$ cat src/rtl/apb2lb_tmo.sv
`default_nettype none
// ============================================================================
// Module   : apb2lb_tmo
// Purpose  : APB4 (APB3-compatible) slave to local-bus bridge with a
//            programmable response timeout. One APB transfer at a time is
//            turned into a local-bus write strobe or read request. If the
//            local-bus slave stays silent too long, the transfer ends with
//            PSLVERR.
// Ports    : clk, rst                      - clock, synchronous active-high reset
//            psel/penable/pwrite/paddr/
//            pwdata/pstrb                  - APB requester side
//            prdata/pready/pslverr         - APB completion (all registered)
//            lb_waddr/lb_wdata/lb_wstrb/
//            lb_wen, lb_wready             - local-bus write channel
//            lb_raddr/lb_ren,
//            lb_rdata/lb_rvalid            - local-bus read channel
// Revision : 1.0 - initial release
// ============================================================================
module apb2lb_tmo #(
    parameter int                ADDR_W    = 16,
    parameter int                DATA_W    = 32,
    parameter int                STRB_W    = DATA_W / 8,
    parameter bit                USE_PSTRB = 1'b1,
    parameter int                TIMEOUT   = 16,
    parameter logic [DATA_W-1:0] ERR_RDATA = DATA_W'(32'hBADC0DE0)
) (
    input  logic              clk,
    input  logic              rst,
    input  logic              psel,
    input  logic              penable,
    input  logic              pwrite,
    input  logic [ADDR_W-1:0] paddr,
    input  logic [DATA_W-1:0] pwdata,
    input  logic [STRB_W-1:0] pstrb,
    output logic [DATA_W-1:0] prdata,
    output logic              pready,
    output logic              pslverr,
    output logic [ADDR_W-1:0] lb_waddr,
    output logic [DATA_W-1:0] lb_wdata,
    output logic [STRB_W-1:0] lb_wstrb,
    output logic              lb_wen,
    input  logic              lb_wready,
    output logic [ADDR_W-1:0] lb_raddr,
    output logic              lb_ren,
    input  logic [DATA_W-1:0] lb_rdata,
    input  logic              lb_rvalid
);

    // The counter only has to reach TIMEOUT-1; with TIMEOUT=0 it is free-running
    // and never compared, so its width is irrelevant.
    localparam int                c_cnt_w    = (TIMEOUT > 1) ? $clog2(TIMEOUT) : 1;
    localparam logic [c_cnt_w-1:0] c_tmo_last = c_cnt_w'((TIMEOUT > 0) ? TIMEOUT - 1 : 0);
    localparam bit                c_tmo_en   = (TIMEOUT != 0);

    typedef enum logic [1:0] {
        ST_IDLE  = 2'd0,
        ST_WRITE = 2'd1,
        ST_READ  = 2'd2,
        ST_RESP  = 2'd3
    } state_t;

    state_t              r_state;
    state_t              w_state_nx;
    logic [c_cnt_w-1:0]  r_cnt;
    logic [c_cnt_w-1:0]  w_cnt_nx;
    logic                w_tmo;

    logic [DATA_W-1:0]   w_prdata_nx;
    logic                w_pready_nx;
    logic                w_pslverr_nx;
    logic [ADDR_W-1:0]   w_waddr_nx;
    logic [DATA_W-1:0]   w_wdata_nx;
    logic [STRB_W-1:0]   w_wstrb_nx;
    logic                w_wen_nx;
    logic [ADDR_W-1:0]   w_raddr_nx;
    logic                w_ren_nx;

    // Timeout fires in the cycle whose count is TIMEOUT-1, so the request is
    // outstanding for exactly TIMEOUT cycles before being abandoned.
    assign w_tmo = c_tmo_en && (r_cnt == c_tmo_last);

    always_comb begin
        w_state_nx   = r_state;
        w_cnt_nx     = r_cnt;
        w_prdata_nx  = prdata;
        w_pready_nx  = 1'b0;
        w_pslverr_nx = pslverr;
        w_waddr_nx   = lb_waddr;
        w_wdata_nx   = lb_wdata;
        w_wstrb_nx   = lb_wstrb;
        w_wen_nx     = lb_wen;
        w_raddr_nx   = lb_raddr;
        w_ren_nx     = 1'b0;   // read request is a single-cycle pulse

        case (r_state)
            ST_IDLE: begin
                w_prdata_nx  = '0;
                w_pslverr_nx = 1'b0;
                w_wen_nx     = 1'b0;
                if (psel && !penable) begin
                    w_cnt_nx = '0;
                    if (pwrite) begin
                        w_waddr_nx = paddr;
                        w_wdata_nx = pwdata;
                        w_wstrb_nx = USE_PSTRB ? pstrb : {STRB_W{1'b1}};
                        w_wen_nx   = 1'b1;
                        w_state_nx = ST_WRITE;
                    end else begin
                        w_raddr_nx = paddr;
                        w_ren_nx   = 1'b1;
                        w_state_nx = ST_READ;
                    end
                end
            end

            ST_WRITE: begin
                if (lb_wready) begin
                    w_wen_nx     = 1'b0;
                    w_pslverr_nx = 1'b0;
                    w_pready_nx  = 1'b1;
                    w_state_nx   = ST_RESP;
                end else if (w_tmo) begin
                    w_wen_nx     = 1'b0;
                    w_pslverr_nx = 1'b1;
                    w_pready_nx  = 1'b1;
                    w_state_nx   = ST_RESP;
                end else begin
                    w_cnt_nx = r_cnt + c_cnt_w'(1);
                end
            end

            ST_READ: begin
                if (lb_rvalid) begin
                    w_prdata_nx  = lb_rdata;
                    w_pslverr_nx = 1'b0;
                    w_pready_nx  = 1'b1;
                    w_state_nx   = ST_RESP;
                end else if (w_tmo) begin
                    w_prdata_nx  = ERR_RDATA;
                    w_pslverr_nx = 1'b1;
                    w_pready_nx  = 1'b1;
                    w_state_nx   = ST_RESP;
                end else begin
                    w_cnt_nx = r_cnt + c_cnt_w'(1);
                end
            end

            ST_RESP: begin
                // pready lasts one cycle; read data and error are only
                // visible alongside it.
                w_prdata_nx  = '0;
                w_pslverr_nx = 1'b0;
                w_state_nx   = ST_IDLE;
            end

            default: begin
                w_state_nx = ST_IDLE;
            end
        endcase
    end

    always_ff @(posedge clk) begin
        if (rst) begin
            r_state  <= ST_IDLE;
            r_cnt    <= '0;
            prdata   <= '0;
            pready   <= 1'b0;
            pslverr  <= 1'b0;
            lb_waddr <= '0;
            lb_wdata <= '0;
            lb_wstrb <= '0;
            lb_wen   <= 1'b0;
            lb_raddr <= '0;
            lb_ren   <= 1'b0;
        end else begin
            r_state  <= w_state_nx;
            r_cnt    <= w_cnt_nx;
            prdata   <= w_prdata_nx;
            pready   <= w_pready_nx;
            pslverr  <= w_pslverr_nx;
            lb_waddr <= w_waddr_nx;
            lb_wdata <= w_wdata_nx;
            lb_wstrb <= w_wstrb_nx;
            lb_wen   <= w_wen_nx;
            lb_raddr <= w_raddr_nx;
            lb_ren   <= w_ren_nx;
        end
    end

endmodule
`default_nettype wire

$ cat config.mk
export PLATFORM = sky130hd
export DESIGN_NAME = apb2lb_tmo
export DESIGN_NICKNAME = d
export VERILOG_FILES = /design/src/rtl/apb2lb_tmo.sv
export SDC_FILE = /design/constraint.sdc
export NUM_CORES = 1
export LEC_CHECK = 0
export CAP_MARGIN = 5
export CORE_UTILIZATION = 44
export DETAILED_ROUTE_END_ITERATION = 8
export PLACE_DENSITY_LB_ADDON = 0.3
export SLEW_MARGIN = 20
export SYNTH_ARGS = -nofsm -noshare
export SYNTH_HDL_FRONTEND = slang
export SYNTH_SLANG_ARGS = --single-unit
$ cat constraint.sdc
create_clock -name clk -period 2.7 [get_ports clk]
set_input_delay 0.54 -clock clk [delete_from_list [all_inputs] [get_ports clk]]
set_output_delay 0.54 -clock clk [all_outputs]
set_load 0.02 [all_outputs]
==> run summary <==
Counting I/O delays and the setup requirement, the final critical path takes 2.21 ns. After filler insertion, the fill cell instance count of the layout stands at 721. Adding up every negative setup slack in the final design gives 0 ns. The switching fraction of total power is 34.1%.

Setup repair after global routing left no endpoint under its margin. The logs give 910 um for the routed length on met3 and 0.459 ns for the tightest hold margin. The tools report the placement-stage cell area as 6250 um2. Kind of launch point of the worst setup path: a flip-flop. The min-delay analysis places its worst path in the category flip-flop to flip-flop. The run gives 0 as the number of failing setup endpoints in the final timing report. For this configuration, the core starts out at a cell density of 45.4%. The tool flagged a number of max-cap violations equal to 0.

VDD sags by at most 0.424 mV. The clock network burns 22.3% of the power. The total congestion overflow after global routing came out at 0. Post-CTS repair changed the size of 0 cells. The tools report the total nets after synthesis as 587.

Synthesis produced a netlist whose cell count is 489. The run finished with clean final reports. Combinational logic is responsible for 38.5% of the overall power. The clock skew is 0.0115 ns, and the worst reg2reg path depth is 7. The multi-input combinational cells in the finished layout cover a total of 1780 um2.

The proportion of register bits with asynchronous set or reset after synthesis works out to 0%. The slowest stage of the critical path belongs to the cell dfxtp_1. In the final routed layout, each cell accounts on average for 13.6 um.

The synthesized netlist devotes 0% of its cell area to XOR and XNOR gates. Count of final hold-check violations: 0. From bottom edge to top edge, the die measures 99.6 um.

Once detail routing completed, the nets flagged for antenna violations numbered 0. For the number of clock buffers inserted by TritonCTS, the log shows 9. The horizontal die dimension came out at 99.6 um. After layout, the worst path uses 81.7% of the clock period. The tools report the total global-route track usage as 21.9%.

Data on the critical path is required at its endpoint by 2.94 ns. The port buffer count was 194. Synthesis instantiated 38 different standard cells from the library.

In the routed layout, each cell is associated on average with a via count of 4.91. At the later pin of the worst-skew pair, clock insertion delay measures 0.36 ns. TritonCTS built the clock tree. The synthesized netlist devotes 18.1% of its cell area to simple gates. The synthesized netlist devotes 2.09% of its cell area to adder and majority cells. The antenna cell count came out at 0. In this run the critical register-to-register path is launched from r_state[0].

The worst setup path is of the flip-flop to flip-flop kind. The post-synthesis mux area share came out at 4.06%. Relative contribution of sequential cells to total power: 39.2%. Pin placement for this block handled 195 I/O pins. Across all register-to-register paths, the minimum setup slack is 0.49 ns. Start point of the critical path: r_state[0]. The region available for standard cell placement spans 9240 um2. The global-route wire length before repair is 17.6 mm. Power density over the cells: 763 nW/um2. The TritonCTS sink count is 110, and the worst hold path cell count is 2.

The highest metal layer carrying signal wires in the routed design is met4. In this run, synthesis produced a sequential element count of 110. The run gives 4190 um2 as the mapped cell area. The number of setup buffers added after CTS was 0. The reg-to-reg endpoint was prdata[10]. The number of global-route vias before repair was 3753; the internal portion of total power was 0.00326 W. The critical path ends at prdata[10].

The worst-case headroom to the max-slew limit was 53.6%; the mean cell area of the mapped netlist was 8.57 um2. The worst setup slack after layout was 0.493 ns; the net count of the finished layout was 772. For this block, the routed nets add up to 11.0 mm of wire. Number of levels the H-tree was split into: 3. The data arrival time of the worst path came out at 2.45 ns. For the share of synthesized area occupied by flip-flops and latches, the log shows 52.5%. The synthesized netlist devotes 18.1% of its cell area to compound gates. The tools report the library cell used as clock root buffer as clkbuf_8. Initial antenna violation count: 0. At the pin with the least slew margin, the transition time is 0.696 ns. The maximum fanout count along the critical path came out at 10. The tools report the detailed route wirelength on metal2 as 5.21 mm.

The critical path endpoint category was a flip-flop. The count of unresolved DRC violations after routing is 0, and the overall via count from detail_route is 3964. The utilization after layout was 70.1%. For this design, the CTS-stage hold fixing added 0 buffers. The detailed router finished its first iteration with 166 violations. In the final routing, the length of wire on met1 measures 4.67 mm. The run gives 6480 um2 as the area of all placed cells without fillers.

The main combinational cell family by area after synthesis is simple AND/OR/NAND/NOR gates. Detailed placement finished with a half-perimeter wire length of 7.79 mm. The first detailed-routing pass took 6 iterations. Among all flip-flop cells after synthesis, the most frequent one is dfxtp_1.

The sequential cell area came out at 2200 um2. After clock tree synthesis, the clock-pin slew on the worst setup and hold paths is 0.11 ns. Relative to the synthesized area, the layout overhead comes to 54.6%. On the worst path, the slowest cell contributes a delay of 0.44 ns. The critical path goes through inv_1 > ha_1 > and2b_1 > a21oi_4 > buf_4 > mux2i_1 > nor2_1.

The longest clock path from root to sink contains 2 buffers. The floorplan step defined a die boundary enclosing 9920 um2. For the switching power, the log shows 0.00169 W. Worst slack at placement: 0.310 ns. The synthesized design contains 0 enable-type register cells.

The static leakage is 2.44 nW. The fraction of final layout cells sized beyond drive strength 1 came out at 4.86%. Timing would allow up to 0.453 GHz. For this run, the number of Yosys warnings is 0. At the end of routability-driven placement, the weighted congestion stood at 0.717. The tools report the final-report max-slew violation count as 0. The run gives 35 as the total number of placement rows. For the pin count of the biggest net entering global routing, the log shows 78.
## metal layers
layer  track usage (%)  up-vias
met3              8.08       18
li1                  -     1989
met5                 0        -
met2              36.8      147
met1              26.0     1810
met4              7.13        0
## cell families (layout without fill, tap and decap cells)
logic type / after synthesis / in the layout
flops: 110 / 110
fa+ha+maj: 7 / 7
compound gates: 121 / 121
simple gates: 185 / 185
mux: 17 / 17
buf+inv: 49 / 239
## how the worst min path moves through the flow
| stage | from | to | slack, ns |
|---|---|---|---|
| 6_report | lb_raddr[3] | lb_raddr[3] | 0.46 |
| 5_1_grt | lb_raddr[15] | lb_raddr[15] | 0.48 |
| 4_1_cts | lb_wdata[22] | lb_wdata[22] | 0.46 |
| 3_5_place_dp | lb_raddr[3] | lb_raddr[3] | 0.45 |
| 3_3_place_gp | lb_wdata[3] | lb_wdata[3] | 0.44 |
| 2_1_floorplan | r_cnt[1] | r_cnt[1] | 0.47 |
## flip-flops by register name, summed over array words and instances, names as in the netlist
| name | cells |
|---|---|
| lb_wstrb | 4 |
| pslverr | 1 |
| lb_raddr | 16 |
| lb_waddr | 16 |
| prdata | 32 |
| lb_wdata | 32 |
| lb_ren | 1 |
| lb_wen | 1 |
| r_state | 2 |
| pready | 1 |
| r_cnt | 4 |
## cell type report
cell class                 count  area share [%]
clock inverter                 7            1.58
multi-input combinational    330            27.5
inverter                      19            1.10
tap                          129            2.49
timing repair buffer         204            31.4
sequential                   110            34.0
clock buffer                   9            1.91
## critical path, delay by kind of cell (launching register included)
| kind | cells | cell delay [ns] |
|---|---|---|
| buffers and inverters | 2 | 0.37 |
| flip-flops | 1 | 0.44 |
| AO/OA/AOI/OAI | 1 | 0.42 |
| AND/OR/NAND/NOR | 2 | 0.31 |
| adder cells (fa/ha/maj) | 1 | 0.30 |
| multiplexers | 1 | 0.25 |
## cell usage after synthesis, drive strengths merged, types with 2 or more instances
library cell / n / area share [%]
nand2: 142 / 13
dfxtp: 110 / 53
a21oi: 75 / 9.3
nor2: 24 / 2.3
clkbuf: 19 / 1.7
inv: 19 / 1.7
mux2i: 17 / 4.1
a21boi: 16 / 2.9
a22o: 16 / 3.3
buf: 11 / 1.8
ha: 7 / 2.1
nand2b: 6 / 0.90
o21ai: 3 / 0.36
a211oi: 2 / 0.36
nand3: 2 / 0.36
nand4b: 2 / 0.42
nor3: 2 / 0.24
## metrics by stage
stage	total power, W	instances
3_3_place_gp	0.00380	792
4_1_cts	0.00499	808
6_report	0.00494	808
2_1_floorplan	0.00316	489
5_1_grt	0.00522	808
3_5_place_dp	0.00388	792
## cells in the final DEF, fill, tap and decap left out, drive strengths merged, types with 2 or more instances in the layout
| cell | instances |
|---|---|
| a21boi | 16 |
| clkinv | 2 |
| buf | 11 |
| ha | 7 |
| inv | 22 |
| o21ai | 3 |
| dfxtp | 110 |
| nand2b | 6 |
| bufinv | 2 |
| clkdlybuf4s50 | 193 |
| nand2 | 142 |
| a211oi | 2 |
| clkbuf | 9 |
| nand4b | 2 |
| a21oi | 75 |
| mux2i | 17 |
| nor3 | 2 |
| a22o | 16 |
| nand3 | 2 |
| nor2 | 24 |
## power groups by stage
| stage | Combinational (W) | Sequential (W) | Clock, W |
|---|---|---|---|
| final | 0.00191 | 0.00194 | 0.00110 |
| after global routing | 0.00207 | 0.00196 | 0.00119 |
| after CTS | 0.00191 | 0.00194 | 0.00114 |
| after floorplan | 0.000981 | 0.00218 | 0 |
| after global placement | 0.00184 | 0.00197 | 0 |
| after detailed placement | 0.00191 | 0.00197 | 0 |
Power figures use the tool's default switching activity.
